[config.mk]
export PLATFORM = sky130hd
export DESIGN_NAME = xor18_rr_arbiter
export DESIGN_NICKNAME = d
export VERILOG_FILES = /design/src/rtl/xor18_rr_arbiter.sv
export SDC_FILE = /design/constraint.sdc
export NUM_CORES = 1
export LEC_CHECK = 0
export CAP_MARGIN = 20
export CELL_PAD_IN_SITES_DETAIL_PLACEMENT = 1
export CELL_PAD_IN_SITES_GLOBAL_PLACEMENT = 2
export CORE_UTILIZATION = 15
export CTS_CLUSTER_DIAMETER = 80
export CTS_CLUSTER_SIZE = 14
export DETAILED_ROUTE_END_ITERATION = 7
export PLACE_DENSITY_LB_ADDON = 0.12
export SETUP_SLACK_MARGIN = 0.1
export SKIP_CTS_REPAIR_TIMING = 1
export SLEW_MARGIN = 40
export SYNTH_ARGS = -nofsm -noshare
export SYNTH_HDL_FRONTEND = slang
export SYNTH_SLANG_ARGS = --single-unit
[constraint.sdc]
create_clock -name clk -period 3.16 [get_ports clk]
set_clock_uncertainty 0.15 [all_clocks]
set_input_delay 0.948 -clock clk [delete_from_list [all_inputs] [get_ports clk]]
set_output_delay 0.948 -clock clk [all_outputs]
set_load 0.05 [all_outputs]
[src/rtl/xor18_rr_arbiter.sv]
// Round-robin shared XOR unit: NREQ requesters compete for one WIDTH-bit XOR datapath,
// and the result is returned through a registered valid/ready response tagged with the winner's index.
module xor18_rr_arbiter #(
    parameter int WIDTH = 18,
    parameter int NREQ  = 4,
    parameter int IDW   = $clog2(NREQ)
) (
    input  logic                  clk,
    input  logic                  rst_n,
    input  logic [NREQ-1:0]       req_valid,
    output logic [NREQ-1:0]       req_ready,
    input  logic [NREQ*WIDTH-1:0] req_a,
    input  logic [NREQ*WIDTH-1:0] req_b,
    output logic                  rsp_valid,
    input  logic                  rsp_ready,
    output logic [WIDTH-1:0]      rsp_result,
    output logic [IDW-1:0]        rsp_id
);

    typedef enum logic {
        IDLE = 1'b0,
        HOLD = 1'b1
    } state_t;

    state_t               state_reg;
    logic [IDW-1:0]       rr_ptr_reg;
    logic                 rsp_valid_reg;
    logic [WIDTH-1:0]     rsp_result_reg;
    logic [IDW-1:0]       rsp_id_reg;

    logic [IDW-1:0]       cand_idx [NREQ];
    logic [WIDTH-1:0]     xor_arr  [NREQ];
    logic                 grant_found;
    logic [IDW-1:0]       grant_idx;
    logic                 can_accept;
    logic                 accept;
    logic [IDW-1:0]       rr_ptr_next;

    // cand_idx[k] is the k-th requester visited when searching from rr_ptr with wrap-around.
    genvar gi;
    generate
        for (gi = 0; gi < NREQ; gi++) begin : g_cand
            logic [IDW:0] idx_sum;
            assign idx_sum       = {1'b0, rr_ptr_reg} + (IDW+1)'(gi);
            assign cand_idx[gi]  = (idx_sum >= (IDW+1)'(NREQ)) ? IDW'(idx_sum - (IDW+1)'(NREQ))
                                                               : IDW'(idx_sum);
            assign xor_arr[gi]   = req_a[gi*WIDTH +: WIDTH] ^ req_b[gi*WIDTH +: WIDTH];
        end
    endgenerate

    // Walk the search order from the far end so the nearest asserted requester wins.
    always_comb begin
        grant_found = 1'b0;
        grant_idx   = '0;
        for (int k = NREQ - 1; k >= 0; k--) begin
            if (req_valid[cand_idx[k]]) begin
                grant_found = 1'b1;
                grant_idx   = cand_idx[k];
            end
        end
    end

    assign can_accept  = (state_reg == IDLE) || rsp_ready;
    assign accept      = rst_n && can_accept && grant_found;
    assign rr_ptr_next = (grant_idx == IDW'(NREQ - 1)) ? '0 : grant_idx + 1'b1;

    generate
        for (gi = 0; gi < NREQ; gi++) begin : g_ready
            assign req_ready[gi] = accept && (grant_idx == IDW'(gi));
        end
    endgenerate

    always_ff @(posedge clk or negedge rst_n) begin
        if (!rst_n) begin
            state_reg      <= IDLE;
            rr_ptr_reg     <= '0;
            rsp_valid_reg  <= 1'b0;
            rsp_result_reg <= '0;
            rsp_id_reg     <= '0;
        end else begin
            case (state_reg)
                IDLE: begin
                    if (accept) begin
                        state_reg      <= HOLD;
                        rsp_valid_reg  <= 1'b1;
                        rsp_result_reg <= xor_arr[grant_idx];
                        rsp_id_reg     <= grant_idx;
                        rr_ptr_reg     <= rr_ptr_next;
                    end
                end
                HOLD: begin
                    // Draining and refilling in the same cycle keeps one result per cycle.
                    if (accept) begin
                        rsp_result_reg <= xor_arr[grant_idx];
                        rsp_id_reg     <= grant_idx;
                        rr_ptr_reg     <= rr_ptr_next;
                    end else if (rsp_ready) begin
                        state_reg      <= IDLE;
                        rsp_valid_reg  <= 1'b0;
                    end
                end
                default: begin
                    state_reg     <= IDLE;
                    rsp_valid_reg <= 1'b0;
                end
            endcase
        end
    end

    assign rsp_valid  = rsp_valid_reg;
    assign rsp_result = rsp_result_reg;
    assign rsp_id     = rsp_id_reg;

endmodule

==> results of run 1 <==
layer usage:
| layer | up-vias | wire (um) |
|---|---|---|
| met2 | 100 | 5030 |
| li1 | 1259 | - |
| met5 | - | 0 |
| met4 | 0 | 46 |
| met3 | 2 | 800 |
| met1 | 1171 | 4080 |
power breakdown:
group | switching, mW | internal [mW]
logic | 1.05 | 0.733
clock network | 0.119 | 0.168
registers | 0.0960 | 0.446
cell families after synthesis:
| logic type | count (synthesis) | share of synthesized area |
|---|---|---|
| AOI/OAI and AO/OA | 81 | 0.269 |
| xor gates and xnor gates | 73 | 0.285 |
| and+or+nand+nor | 58 | 0.119 |
| DFF | 24 | 0.268 |
| buffers and inverters | 17 | 0.0502 |
| muxes | 2 | 0.00948 |
critical path: cells and delay by family:
| family | cells | cell delay (ns) |
|---|---|---|
| buffers and inverters | 2 | 0.24 |
| AO/OA/AOI/OAI | 2 | 0.52 |
| AND/OR/NAND/NOR | 2 | 0.35 |
how the worst max path moves through the flow:
stage	startpoint	to	slack, ns
after CTS	req_valid[3]	req_ready[2]	-0.66
after detailed placement	req_valid[3]	req_ready[2]	-0.65
after global placement	req_valid[3]	req_ready[2]	-0.64
after global routing	req_valid[1]	req_ready[0]	-0.04
after floorplan	req_valid[1]	req_ready[0]	-0.16
final	req_valid[1]	req_ready[0]	-0.002
synth_stat cells, drive strengths merged:
master / instances / area, um^2
or3: 1 / 6.26
o21ba: 1 / 10.0
mux2i: 1 / 10.0
dfrtp: 24 / 601
nand3b: 1 / 7.51
nor2b: 2 / 12.5
o2bb2ai: 1 / 8.76
and2: 1 / 6.26
o211ai: 34 / 295
o41ai: 1 / 16.3
buf: 9 / 82.6
o21a: 1 / 7.51
xnor2: 20 / 175
a2111oi: 1 / 15.0
clkbuf: 7 / 26.3
or2: 2 / 12.5
mux2: 1 / 11.3
nand2: 24 / 90.1
xor2: 53 / 464
inv: 1 / 3.75
nand2b: 3 / 18.8
nor3: 3 / 26.3
nor2: 20 / 77.6
a221o: 1 / 10.0
a21o: 1 / 7.51
o21ai: 37 / 215
o221ai: 1 / 8.76
a21oi: 2 / 10.0
and3b: 1 / 8.76
stage by stage:
stage | setup TNS [ns] | hold slack, ns
floorplan | -0.292 | 0.269
global placement | -2.71 | 0.288
detailed placement | -3.65 | 0.301
CTS | -2.30 | 0.309
global route | -0.0604 | 0.384
finish | -0.00178 | 0.341
area by class of cell:
type | count | area (um^2)
inverter | 1 | 3.75
multi-input combinational | 214 | 1650
sequential | 24 | 601
clock buffer | 3 | 75.1
fill | 1673 | 10000
timing repair buffer | 200 | 2020
tap | 184 | 230
==> summary.txt, run 1 <==
Status
  – Outcome: finished, violations left
  – Violated checks: negative setup slack

Final layout
  – Post-Layout Cell Count: 626
  – Most frequent cells in the layout: clkdlybuf4s50_1, xor2_1, o21ai_0
  – Most common cell after layout, fill and taps aside: clkdlybuf4s50_1
  – Max reg flops: 18
  – Share of post-route cells with drive strength above 1: 0.167
  – Diodes inserted: 0
  – Design area: about 4600 um^2
  – Area Overhead vs Synth: 104%
  – Layout Utilization: 0.313
  – Nets: roughly 600

Global route
  – Number of global-route vias before repair: around 2800
  – Met1 Track Usage GR: 0.147
  – Routing usage on met3: 0.0430
  – Antenna violations before repair: 0
  – Met2 GRT Util: 0.236
  – Grt ovf: 0
  – Largest net degree at the start of global routing: 39
  – First-pass GRT wire length: 15500 um
  – Gr busiest metal: met2
  – GRT Total Usage: 0.130

STA
  – Fin crit share: 1.00
  – Max_slew headroom: 0.635
  – Max frequency: 316 MHz
  – Slew at the pin with the worst max-slew slack: approximately 0.55 ns
  – Crit path time final: 3.16 ns
  – Fin. max-slew vios: 0
  – Setup ws final: -0.00178 ns
  – RSZ-0062 raised after global routing: true
  – Final Hold Vio Count: 0
  – Setup violators final: 1

Clocking
  – CTS Root Cell: clkbuf_16
  – Clk slew on worst S/H paths: 0.07 ns
  – CTS Buffer Depth: 2
  – CTS tree: built
  – Total clock buffers created by CTS: 3
  – Clock sink count: 24
  – Worst skew pair latency: between 0.2 and 0.3 ns
  – Max H-tree Level: 1

Floorplan
  – Io pins: roughly 180
  – Rows: 44
  – Starting Density: 0.154
  – Die Span Y: between 100 and 150 um
  – Die width: 124 um
  – Core area: 14600 um^2
  – Die area: roughly 15000 um^2

Synth
  – Cell area after synthesis: ~2200 um^2
  – Mapped Avg Cell Area: 8.80 um^2
  – Synth warnings: 0
  – Netlist cell types: 35
  – Cells after Synth: ~260
  – Number of synthesized register bits: 24
  – Syn_nets: roughly 410
  – Sequential share of the synthesized area: 0.268

Worst hold path
  – HP Class: flip-flop to flip-flop
  – WHS Endpoint: rsp_id[1]
  – Hold depth: 1
  – Worst Hold Launch: rsp_id[1]

Power
  – Worst vdd ir: 0.000219 V
  – Overall power: 2.61 mW
  – Power density over cell area: 571 nW/um^2
  – Leakage: around 1.7 nW

Critical path
  – Critical Path RT: 2.06 ns
  – Reg-to-reg setup timing slack: between 0.7 and 0.8 ns
  – Crit-path cells: buf_8 -> o41ai_4 -> nand2b_4 -> o21ba_4 -> and2_4 -> buf_12
  – Critical path endpoint category: output port
  – Max stage delay on crit path: between 0.3 and 0.4 ns
  – Number of cells on the worst reg-to-reg path: 7
  – Worst r2r dst: rsp_result[17]
  – Worst setup SP type: primary input
  – Critical path arrival: approximately 2 ns
  – Crit-path slowest cell: o41ai_4
  – Crit-path max FO: 4
  – Critical path type: primary input to output port
  – R2R Path Start: rr_ptr_reg[1]

Place
  – Worst slack, placed: -0.650 ns
  – GP Congestion: ~0.72
  – Post-place instance area: roughly 4400 um^2
  – IO Port Bufs: 175
  – Post-detail-place hpwl: 7910 um
  – Cells after DPL: slightly above 600

Detailed routing
  – DRC: 0
  – Total routed wirelength: 9960 um
  – DRT antenna net count: 0
  – Initial DRC Count: 37
  – Drt first pass iters: 4
  – Wire per inst: roughly 16 um
  – Via Count: 2532
  – Vias per cell: ~4

Flow run
  – Total of max-cap violations: 0
Power figures use the tool's default switching activity.
==> inputs of run 2 (changes only) <==
- REMOVE_ABC_BUFFERS: not set -> 1
==> summary.txt, run 2 (synthesized netlist as in run 1, its figures left out) <==
STA
  – Fin. max-slew vios: 0
  – Max frequency: about 310 MHz
  – Fin crit share: 1.01
  – Max_slew headroom: 0.619
  – Setup violators final: 1
  – Final Hold Vio Count: 0
  – Setup ws final: -0.0240 ns
  – RSZ-0062 raised after global routing: true
  – Slew at the pin with the worst max-slew slack: ~0.57 ns
  – Crit path time final: about 3.2 ns

Critical path
  – Critical path endpoint category: output port
  – Crit-path max FO: 4
  – Critical Path RT: a little over 2 ns
  – Worst setup SP type: primary input
  – Critical path arrival: between 2 and 2.5 ns
  – Critical path type: primary input to output port
  – Number of cells on the worst reg-to-reg path: 7
  – R2R Path Start: rr_ptr_reg[1]
  – Worst r2r dst: rsp_result[17]
  – Reg-to-reg setup timing slack: slightly below 0.8 ns

Clocking
  – CTS Root Cell: clkbuf_16
  – CTS tree: built
  – Clock sink count: 24
  – Clk slew on worst S/H paths: 0.07 ns
  – CTS Buffer Depth: 2
  – Worst skew pair latency: approximately 0.26 ns
  – Total clock buffers created by CTS: 3
  – Max H-tree Level: 1

Place
  – Post-detail-place hpwl: between 7000 and 8000 um
  – Post-place instance area: 4320 um^2
  – GP Congestion: around 0.7
  – IO Port Bufs: approximately 180

Global route
  – Grt ovf: 0
  – GRT Total Usage: 0.122
  – Number of global-route vias before repair: about 2700
  – First-pass GRT wire length: 14800 um
  – Antenna violations before repair: 0
  – Largest net degree at the start of global routing: 39

Final layout
  – Most common cell after layout, fill and taps aside: clkdlybuf4s50_1
  – Diodes inserted: 0
  – Layout Utilization: 0.312
  – Design area: between 4000 and 5000 um^2
  – Max reg flops: 18
  – Nets: ~600
  – Share of post-route cells with drive strength above 1: 0.165
  – Area Overhead vs Synth: 103%
  – Most frequent cells in the layout: clkdlybuf4s50_1, xor2_1, o21ai_0

Floorplan
  – Io pins: between 150 and 200
  – Core area: 14600 um^2
  – Starting Density: 0.154
  – Die width: between 100 and 150 um
  – Die area: between 15000 and 20000 um^2
  – Rows: 44
  – Die Span Y: around 120 um

Detailed routing
  – Initial DRC Count: 44
  – Total routed wirelength: around 9500 um
  – DRT antenna net count: 0
  – Vias per cell: about 4
  – Wire per inst: roughly 15 um
  – Via Count: about 2500
  – DRC: 0
  – Drt first pass iters: 4

Power
  – Worst vdd ir: 0.000249 V
  – Leakage: 1.75 nW
  – Power density over cell area: between 500 and 600 nW/um^2

Worst hold path
  – Worst Hold Launch: rsp_id[1]
  – Hold depth: 1
  – HP Class: flip-flop to flip-flop
  – WHS Endpoint: rsp_id[1]

Status
  – Outcome: finished, violations left
  – Violated checks: negative setup slack

Flow run
  – Total of max-cap violations: 0
## run 2: area by class of cell
cell class	count	area [um^2]
Inverter	1	3.75
Timing Repair Buffer	200	2000
Fill cell	1681	10000
Sequential cell	24	601
Multi-Input combinational cell	214	1620
Clock inverter	1	30.0
Tap cell	184	230
Clock buffer	3	75.1
## run 2: worst max-delay path: stages
cell	delay (ns)
buf_8	0.11
o41ai_4	0.37
nand2b_4	0.22
o21ba_4	0.16
and2_4	0.14
buf_12	0.14
## run 2: where the power goes
| part | switching (mW) | leakage, nW | total, mW | internal [mW] |
|---|---|---|---|---|
| combinational | 1.05 | 1.41 | 1.77 | 0.716 |
| sequential | 0.0885 | 0.292 | 0.535 | 0.446 |
| clock | 0.125 | 0.0511 | 0.378 | 0.252 |
| total | 1.26 | 1.75 | 2.68 | 1.41 |
## run 2: metal layers
metal	GRT usage	routed length, um	up-vias
li1	-	-	1259
met1	0.156	4240	1170
met2	0.203	4530	105
met3	0.0391	691	4
met4	0.0184	89	0
met5	0	0	-
## run 2: through the flow
stage               hold WS, ns  cells  setup slack [ns]  TNS (ns)  total power, mW
global route              0.349    627           -0.0694    -0.134             2.85
global placement          0.290    617            -0.511     -8.57             2.26
finish                    0.328    627           -0.0240   -0.0240             2.68
detailed placement        0.303    619            -0.542     -2.32             2.28
floorplan                 0.269    239             -1.19     -6.14             1.47
CTS                       0.313    623            -0.552     -2.13             2.68
## run 2: worst max-delay path by stage
stage	depth (start not counted)	to	slack, ns	from
3_3_place_gp	6	req_ready[2]	-0.51	req_valid[3]
2_1_floorplan	4	req_ready[0]	-1.19	req_valid[2]
6_report	6	req_ready[0]	-0.02	req_valid[2]
3_5_place_dp	6	req_ready[2]	-0.54	req_valid[3]
4_1_cts	6	req_ready[2]	-0.55	req_valid[3]
5_1_grt	6	req_ready[0]	-0.07	req_valid[2]
